## src/rtl/mem_wb_stage.sv

```systemverilog
`default_nettype none
// ============================================================================
// Module      : mem_wb_stage
// Description : Memory-to-writeback pipeline register for the RV32I core.
//               Selects the ALU result, the extracted load value or PC+4,
//               registers it for the reg_file write port, suppresses x0
//               writes and counts retired instructions. All outputs come
//               straight from registers (or a small AND of registers), so
//               they settle well before reg_file's negedge write.
// Ports       : clk, rst_n (sync, active low), stall, flush
//               in_valid, in_reg_write, in_rd, in_result_src, in_funct3,
//               in_alu_result, in_mem_rdata, in_pc_plus4     -> stage inputs
//               wb_valid, write_enable, wb_rd, wb_data        -> reg_file / fwd
//               load_fault                                    -> illegal load
//               retired_count                                 -> retire counter
// Revision    : 1.0 - initial release
// ============================================================================
module mem_wb_stage #(
    parameter int XLEN  = 32,
    parameter int CNT_W = 32
) (
    input  logic             clk,
    input  logic             rst_n,
    input  logic             stall,
    input  logic             flush,
    input  logic             in_valid,
    input  logic             in_reg_write,
    input  logic [4:0]       in_rd,
    input  logic [1:0]       in_result_src,
    input  logic [2:0]       in_funct3,
    input  logic [XLEN-1:0]  in_alu_result,
    input  logic [XLEN-1:0]  in_mem_rdata,
    input  logic [XLEN-1:0]  in_pc_plus4,
    output logic             wb_valid,
    output logic             write_enable,
    output logic [4:0]       wb_rd,
    output logic [XLEN-1:0]  wb_data,
    output logic             load_fault,
    output logic [CNT_W-1:0] retired_count
);

    localparam logic [1:0] c_SRC_ALU  = 2'b00;
    localparam logic [1:0] c_SRC_LOAD = 2'b01;
    localparam logic [1:0] c_SRC_PC4  = 2'b10;

    localparam logic [2:0] c_LB  = 3'b000;
    localparam logic [2:0] c_LH  = 3'b001;
    localparam logic [2:0] c_LW  = 3'b010;
    localparam logic [2:0] c_LBU = 3'b100;
    localparam logic [2:0] c_LHU = 3'b101;

    localparam logic [CNT_W-1:0] c_CNT_ONE = {{(CNT_W-1){1'b0}}, 1'b1};

    logic             r_valid;
    logic             r_reg_write;
    logic [4:0]       r_rd;
    logic [XLEN-1:0]  r_data;
    logic             r_fault;
    logic [CNT_W-1:0] r_count;

    logic [1:0]       w_off;
    logic [7:0]       w_byte;
    logic [15:0]      w_half;
    logic [XLEN-1:0]  w_load_data;
    logic             w_load_illegal;
    logic [XLEN-1:0]  w_result;
    logic             w_fault;

    // Byte lane from the full offset; half lane from off[1] only, so an odd
    // halfword offset silently reads the containing aligned half.
    assign w_off  = in_alu_result[1:0];
    assign w_byte = in_mem_rdata[{w_off, 3'b000} +: 8];
    assign w_half = in_mem_rdata[{w_off[1], 4'b0000} +: 16];

    always_comb begin
        w_load_data    = '0;
        w_load_illegal = 1'b0;
        case (in_funct3)
            c_LB:    w_load_data = {{(XLEN-8){w_byte[7]}}, w_byte};
            c_LH:    w_load_data = {{(XLEN-16){w_half[15]}}, w_half};
            c_LW:    w_load_data = in_mem_rdata;
            c_LBU:   w_load_data = {{(XLEN-8){1'b0}}, w_byte};
            c_LHU:   w_load_data = {{(XLEN-16){1'b0}}, w_half};
            default: w_load_illegal = 1'b1;
        endcase
    end

    always_comb begin
        w_result = '0;
        w_fault  = 1'b0;
        case (in_result_src)
            c_SRC_ALU:  w_result = in_alu_result;
            c_SRC_LOAD: begin
                w_result = w_load_data;
                w_fault  = w_load_illegal;
            end
            c_SRC_PC4:  w_result = in_pc_plus4;
            default:    w_result = '0;
        endcase
    end

    always_ff @(posedge clk) begin
        if (!rst_n) begin
            r_valid     <= 1'b0;
            r_reg_write <= 1'b0;
            r_rd        <= '0;
            r_data      <= '0;
            r_fault     <= 1'b0;
            r_count     <= '0;
        end else if (flush) begin
            r_valid     <= 1'b0;
            r_reg_write <= 1'b0;
            r_rd        <= '0;
            r_data      <= '0;
            r_fault     <= 1'b0;
        end else if (!stall) begin
            r_valid     <= in_valid;
            r_reg_write <= in_reg_write;
            r_rd        <= in_rd;
            r_data      <= w_result;
            r_fault     <= w_fault;
            if (in_valid) begin
                r_count <= r_count + c_CNT_ONE;
            end
        end
    end

    // A faulting load never reaches the register file; neither does x0.
    assign write_enable  = r_valid & r_reg_write & (r_rd != 5'd0) & ~r_fault;
    assign wb_valid      = r_valid;
    assign wb_rd         = r_rd;
    assign wb_data       = r_data;
    assign load_fault    = r_fault;
    assign retired_count = r_count;

endmodule
`default_nettype wire

```

## config.mk

```make
export PLATFORM = sky130hd
export DESIGN_NAME = mem_wb_stage
export DESIGN_NICKNAME = d
export VERILOG_FILES = /design/src/rtl/mem_wb_stage.sv
export SDC_FILE = /design/constraint.sdc
export NUM_CORES = 1
export LEC_CHECK = 0
export ABC_CLOCK_PERIOD_IN_PS = 3300
export CAP_MARGIN = 20
export CORE_MARGIN = 4
export CORE_UTILIZATION = 45
export CTS_BUF_LIST = sky130_fd_sc_hd__clkbuf_8
export CTS_CLUSTER_DIAMETER = 80
export CTS_CLUSTER_SIZE = 12
export DETAILED_ROUTE_END_ITERATION = 10
export PLACE_DENSITY = 0.84
export SYNTH_ARGS = -nofsm -noshare
export SYNTH_HDL_FRONTEND = slang
export SYNTH_SLANG_ARGS = --single-unit
```

## constraint.sdc

```tcl
create_clock -name clk -period 3.3 [get_ports clk]
set_input_delay 0.66 -clock clk [delete_from_list [all_inputs] [get_ports clk]]
set_output_delay 0.66 -clock clk [all_outputs]
set_load 0.03 [all_outputs]
```

Word level (Yosys, flattened, before mapping)
Index checks and enable logic that the tools add are counted.
W data, S select, Z words.
{"block": "word_totals", "ff_bits": 72, "inputBits": 112, "mem_bits_rw": 0, "latchBits": 0, "n_memories": 0, "romBits": 0, "wordCells": 32}
{"block": "op_classes", "n_div": 0, "n_reduce_logical": 6, "add_sub_neg": 1, "n_lt_le_gt_ge": 0, "n_mux": 4, "n_eq_ne": 6, "n_bitwise": 7, "n_shift": 2, "multipliers": 0}
{"cell": "$pmux W32 S5", "count": 1}
{"cell": "$pmux W32 S3", "count": 1}
{"cell": "$add A32 B1 Y32 const B", "count": 1}
{"cell": "$shiftx A32 B6 Y16", "count": 1}
{"cell": "$shiftx A32 B6 Y8", "count": 1}
{"cell": "$eq A3 B3 Y1 const B", "count": 2}
{"cell": "$reduce_bool A5 Y1", "count": 1}
{"cell": "$reduce_or A5 Y1", "count": 1}
{"cell": "$not A1 Y1", "count": 4}
{"cell": "$and A1 B1 Y1", "count": 3}
{"cell": "$eq A3 B1 Y1 const B", "count": 1}
{"cell": "$eq A3 B2 Y1 const B", "count": 1}
{"cell": "$logic_not A3 Y1", "count": 1}
{"cell": "$reduce_and A3 Y1", "count": 1}
{"cell": "$eq A2 B1 Y1 const B", "count": 1}
{"cell": "$eq A2 B2 Y1 const B", "count": 1}
{"cell": "$logic_not A2 Y1", "count": 1}
{"cell": "$mux W1", "count": 2}
{"cell": "$reduce_or A2 Y1", "count": 1}

Depth between registers and ports, before layout
Gate-level depths: netlist of the first run.
{"block": "depth", "word_depth": 4, "ltp_mapped": 7}

Worst setup path after synthesis of the first run
No wires, ideal clock.
{"block": "synth_timing", "kind": "reg-to-output", "start": "register r_rd[0] (netlist: wb_rd[0])", "end": "output write_enable", "n_path_buf": 0, "required_time_ps": 2640, "path_slack_ps": 1244, "arrival_time_ps": 1396, "path_stages_with_launch": 4, "path_cell_list": "dfxtp_1 or4_1 nor2_1 nor3_1"}
{"block": "synth_between", "elab_chain_cells": 3}
{"item": "start: declaration", "line_no": "56", "source": "logic [4:0] r_rd;"}
{"item": "start signal: assignment", "line_no": "119", "source": "r_rd <= in_rd;"}
{"item": "$reduce_bool A5 Y1", "line_no": "129", "source": "assign write_enable = r_valid & r_reg_write & (r_rd != 5'd0) & ~r_fault;"}
{"item": "$and A1 B1 Y1 (2 in a row)", "line_no": "129"}
{"item": "end: declaration", "line_no": "35", "source": "output logic write_enable,"}
No other way between the ends.

Final worst setup path of the first run
Same ends and word-level chain as after synthesis.

==> results.md, run 1 <==
* Vias per cell at ~5.8
* Fmax at 383 MHz
* Synth warnings at 0
* Crit share post-route at 0.792
* Slew at the pin closest to its max-slew limit at 0.855 ns
* Number of synthesized flops with an enable pin at 0
* Crit start category: flip-flop
* DP HPWL at 11.1 mm
* LEAKAGE at 2.26 nW
* Post_cts resized at 0
* Initial Util at 0.461
* Most common cell after layout, fill and taps aside: clkdlybuf4s50_1
* Post-synth net total at 621
* Max_cap viols at 0
* Num CTS Buffers at 9
* # placed instances at a little under 800
* Peak fanout along the critical path at 3
* Worst slew margin at 0.428
* CTS root buf: clkbuf_8
* Number of DRC markers in iteration 0 at about 300
* Largest net degree at the start of global routing at 37
* Final Slew Violations at 0
* Status: complete, no violations
* Congestion Overflow GR at 0
* RSZ-0062 raised after global routing: false
* Count of cell types in the netlist at 52
* Prevailing post-synth register cell: dfxtp_1
* Synthesis-to-finish area growth at 49.7%
* WP data required at 2.64 ns
* # clock sinks at 72
* Critical Path AT at 1.95 ns
* Post-CTS Hold Fix Bufs at 0
* Maximum VDD drop at about 0.25 mV
* Most frequent cells in the layout: clkdlybuf4s50_1 (181), dfxtp_1 (72), nand2_1 (69), mux2i_1 (50), a21oi_1 (34)
* Die area at 0.0111 mm²
* Hold Fails Final Rpt at 0
* Syn Area/Cell at 8.39 µm²
* Setup-failing EPs final at 0
* Register area at ~0.0014 mm²
* Longest Clk Path Bufs at 2
* Overall Power at 0.00215 W
* TritonCTS clock tree: yes
* Clock transition at path regs at roughly 0.080 ns
* Via count at 4700
* Hold Crit Class: flip-flop to flip-flop
* Routed WL at 14.3 mm
* Fin Setup TNS at 0 ns
* First-pass GRT wire length at 23.1 mm
* Clock latency on the worst-skew pair at 0.34 ns
* Core Box Area at 0.00924 mm²
* Layout cells sized above 1 at 0.0660
* NumNets Final at 790
* Register area share after synthesis at 0.338
* Fill cell count at just over 700
* Post-CTS Setup Bufs at 0
* Min Tclk post-route at 2.61 ns
* Die Wd at 105 µm
* H-Tree Depth at 3
* Number of global-route vias before repair at 4620
* FP Rows at 35
* Crit Path Category: flip-flop to output pin
* IO Pins at 184
* Syn Inst Count at 508
* Initial antenna violation count at 0
* Routed len/inst at ~18 µm
* 1st-pass router iterations at 7
* Ant diodes at 0
* Setup crit end kind: output pin
* Die height at 105 µm
* PwrDens at around 340 mW/mm²
* Total track usage at 0.255
* Footprint of the multi-input gates at 0.00261 mm²
* Mapped Area at 0.00426 mm²
* Register bit total from synthesis at 72
* Clock skew at slightly below 0.006 ns
* Asr flop ratio synth at 0
* PortBufs at 183
* DRC viols at 0
* Final Wtd Congestion at 0.911
* Final ANT Viol Nets at 0
* Non-filler cells, final at just over 800
==> synthesized netlist by cell type, types with 5 or more instances <==
cell	count	share of area
nand2_1	69	0.061
a31oi_1	18	0.026
mux2i_1	50	0.12
mux2_2	8	0.021
o21a_1	22	0.039
dfxtp_1	72	0.34
nor4_1	8	0.012
nand3_1	13	0.015
o31ai_1	5	0.0088
clkbuf_1	14	0.012
a22oi_1	7	0.012
nand2b_1	16	0.023
a221oi_1	5	0.010
buf_2	13	0.015
o2bb2ai_1	5	0.010
xor2_1	8	0.016
nor2b_1	7	0.010
or4_1	6	0.011
a21oi_1	34	0.040
o21ai_0	30	0.035
inv_1	7	0.0062
o221ai_1	7	0.014
nor2_1	25	0.022
==> stage by stage <==
stage	utilization	setup WS [ns]	area [µm²]	hold WS [ns]
3_5_place_dp	0.664	0.566	6130	0.453
6_report	0.690	0.686	6380	0.468
3_3_place_gp	0.664	0.631	6130	0.449
2_1_floorplan	-	1.24	4260	0.463
4_1_cts	0.690	0.673	6380	0.471
5_1_grt	0.690	0.598	6380	0.505
==> metal layers <==
layer / up-vias / routed length (µm) / track usage
met5: - / 0 / 0
met4: 0 / 562 / 0.112
met3: 44 / 1440 / 0.0729
met2: 297 / 6700 / 0.414
met1: 2137 / 5550 / 0.314
li1: 2222 / - / -
==> path summary, 6_finish.rpt <==
kind | from | endpoint | slack (ns) | cells past startpoint
worst min-delay path | wb_data[0] | wb_data[0] | 0.47 | 2
worst max-delay path | wb_rd[0] | write_enable | 0.69 | 4
worst min register to register | wb_data[0] | wb_data[0] | 0.47 | 2
worst max register to register | retired_count[0] | retired_count[16] | 1.44 | 5
==> power breakdown <==
| part | internal (W) | switching, W |
|---|---|---|
| Clock | 0.000520 | 0.000337 |
| Sequential | 0.000881 | 0.00000937 |
| Combinational | 0.000213 | 0.000191 |
==> cells by family (layout without fill, tap and decap cells) <==
family | count (synthesis) | in the layout | synth area share
buffers and inverters | 42 | 216 | 0.0487
adder cells (fa/ha/maj) | 1 | 1 | 0.00294
multiplexers | 59 | 59 | 0.144
flip-flops | 72 | 72 | 0.338
AO/OA/AOI/OAI | 147 | 147 | 0.225
AND/OR/NAND/NOR | 178 | 178 | 0.223
XOR/XNOR | 9 | 9 | 0.0185
==> critical path, cell delays in order, from the launching register on <==
cell	delay [ns]
dfxtp_1	0.33
or4_1	0.51
nor2_1	0.11
nor3_1	0.06
clkdlybuf4s50_1	0.60
==> registers in the layout (all words and copies together), names as in the netlist <==
name	flops
retired_count	32
wb_data	32
wb_rd	5
load_fault	1
r_reg_write	1
wb_valid	1
==> area by class of cell <==
type,count,area share
Clock buffer,10,0.0216
Clock inverter,6,0.0169
Inverter,8,0.00471
Multi-Input combinational cell,394,0.409
Sequential cell,72,0.226
Tap cell,129,0.0253
Timing Repair Buffer,192,0.296
Power figures use the tool's default switching activity.
==> inputs of run 2 (changes only) <==
Settings changed: ABC_CLOCK_PERIOD_IN_PS 3300 to 2630, CORE_UTILIZATION 45 to 44, PLACE_DENSITY 0.84 to 0.82.
Clock period 3.3 ns to 2.63 ns, I/O delays scaled along.
==> run 2 against run 1 <==
  * Sequential share of layout area unchanged
  * Register-to-register slack lost 0.66 ns
  * Clock power shrank 2%
==> results.md, run 2 (same netlist as run 1, synthesis figures left out) <==
* TritonCTS clock tree: yes (unchanged)
* Final Worst Setup Slack at 0.166 ns (was 0.686 ns)
* Crit Path Category: flip-flop to output pin (unchanged)
* Most frequent cells in the layout: clkdlybuf4s50_1 (181), dfxtp_1 (72), nand2_1 (69), mux2i_1 (50), a21oi_1 (34) (unchanged)
* Final ANT Viol Nets at 0 (unchanged)
* FP Rows at 35 (unchanged)
* Setup-failing EPs final at 0 (unchanged)
* Number of DRC markers in iteration 0 at 402 (was 299)
* Initial Util at 0.457 (was 0.461)
* Largest net degree at the start of global routing at 37 (unchanged)
* Routed len/inst at 17.6 µm (about the same)
* Worst slew margin at 0.481 (was 0.428)
* Final Wtd Congestion at 0.988 (was 0.911)
* Post-CTS Hold Fix Bufs at 0 (unchanged)
* Setup crit end kind: output pin (unchanged)
* # clock sinks at 72 (unchanged)
* Clock skew at 0.00909 ns (was 0.00591 ns)
* Crit start category: flip-flop (unchanged)
* Vias per cell at 5.74 (was 5.80)
* PwrDens at 389 mW/mm² (was 337 mW/mm²)
* H-Tree Depth at 3 (unchanged)
* DRC viols at 0 (unchanged)
* Most common cell after layout, fill and taps aside: clkdlybuf4s50_1 (unchanged)
* Crit path cell chain: or4_1 -> nor2_1 -> nor3_1 -> clkdlybuf4s50_1 (unchanged)
* Die height at 106 µm (was 105 µm)
* RSZ-0062 raised after global routing: false (unchanged)
* Layout cells sized above 1 at 0.0783 (was 0.0660)
* Worst path top cell family by delay: simple AND/OR/NAND/NOR gates (unchanged)
* Buf+Inv Stages, Crit Path at 1 (unchanged)
* NumNets Final at 798 (was 790)
* PortBufs at 183 (unchanged)
* Initial antenna violation count at 0 (unchanged)
* Slowest CP cell: clkdlybuf4s50_1 (unchanged)
* Post-CTS Setup Bufs at 0 (unchanged)
* Placed instance area at 0.00619 mm² (was 0.00613 mm²)
* Final Slew Violations at 0 (unchanged)
* First-pass GRT wire length at 22.9 mm (was 23.1 mm)
* Core Box Area at 0.00933 mm² (was 0.00924 mm²)
* Die area at 0.0113 mm² (was 0.0111 mm²)
* Via count at 4703 (was 4700)
* LEAKAGE at 2.26 nW (about the same)
* Hold Fails Final Rpt at 0 (unchanged)
* Status: complete, no violations (unchanged)
* # placed instances at 803 (was 795)
* Fmax at 406 MHz
* Post_cts resized at 0 (unchanged)
* Critical Path AT at 1.94 ns (was 1.95 ns)
* Fin Setup TNS at 0 ns (unchanged)
* Clock transition at path regs at 0.08 ns (about the same)
* Number of global-route vias before repair at 4620 (unchanged)
* Longest Clk Path Bufs at 2 (unchanged)
* Num CTS Buffers at 9 (unchanged)
* Hold Crit Class: flip-flop to flip-flop (unchanged)
* Max_cap viols at 0 (unchanged)
* WP data required at 2.10 ns (was 2.64 ns)
* Total track usage at 0.249 (was 0.255)
* Ant diodes at 0 (unchanged)
* 1st-pass router iterations at 6 (was 7)
* Post-Place Worst Slack at 0.0291 ns (was 0.566 ns)
* Non-filler cells, final at 819 (was 811)
* CP peak stage delay at 0.60 ns (about the same)
* Congestion Overflow GR at 0 (unchanged)
* Min Tclk post-route at 2.46 ns
* Synthesis-to-finish area growth at 49.7% (unchanged)
* Peak fanout along the critical path at 3 (unchanged)
* Clock latency on the worst-skew pair at 0.36 ns (was 0.34 ns)
* Design area at 0.00638 mm² (unchanged)
* Routed WL at 14.4 mm (was 14.3 mm)
* Die Wd at 106 µm (was 105 µm)
* CTS root buf: clkbuf_8 (unchanged)
* Crit share post-route at 0.937
* DP HPWL at 11.4 mm (was 11.1 mm)
* IO Pins at 184 (unchanged)
* Slew at the pin closest to its max-slew limit at 0.777 ns (was 0.855 ns)
* Maximum VDD drop at 0.216 mV (was 0.248 mV)
==> run 2: worst min-delay path: cells and delay by family (launching register included) <==
kind / cells / cell delay, ns
and+or+nand+nor: 1 / 0.06
DFF: 1 / 0.32
AOI/OAI and AO/OA: 1 / 0.05
==> run 2: where the power goes <==
group / internal [W] / switching, W
sequential: 0.00111 / 0.0000108
clock: 0.000362 / 0.000482
combinational: 0.000275 / 0.000244
total: 0.00174 / 0.000737
==> run 2: final timing paths <==
kind | start | end | slack [ns] | cells after the start
setup / recovery | wb_rd[0] | write_enable | 0.17 | 4
hold / removal | wb_data[0] | wb_data[0] | 0.48 | 2
setup reg to reg | retired_count[0] | retired_count[16] | 0.78 | 5
hold reg to reg | wb_data[0] | wb_data[0] | 0.48 | 2
==> run 2: stage by stage <==
stage	utilization	hold slack [ns]	total power, W
floorplan	-	0.463	0.00138
global placement	0.664	0.456	0.00165
detailed placement	0.664	0.459	0.00166
CTS	0.684	0.482	0.00249
global route	0.684	0.515	0.00257
finish	0.684	0.479	0.00248
==> run 2: cell type report <==
cell class	count	area, µm²
fillers	742	2950
multi-input cells	394	2610
repair buffers	200	1950
flip-flops and latches	72	1440
well taps	129	161
clock buffers	9	124
clock inverters	7	61.3
inverters	8	30.0
==> run 2: metal layers <==
metal,up-vias,share of wire,GRT usage
li1,2234,-,-
met5,-,0,0
met4,0,0.027,0.0796
met2,268,0.48,0.428
met1,2166,0.38,0.299
met3,35,0.10,0.0704
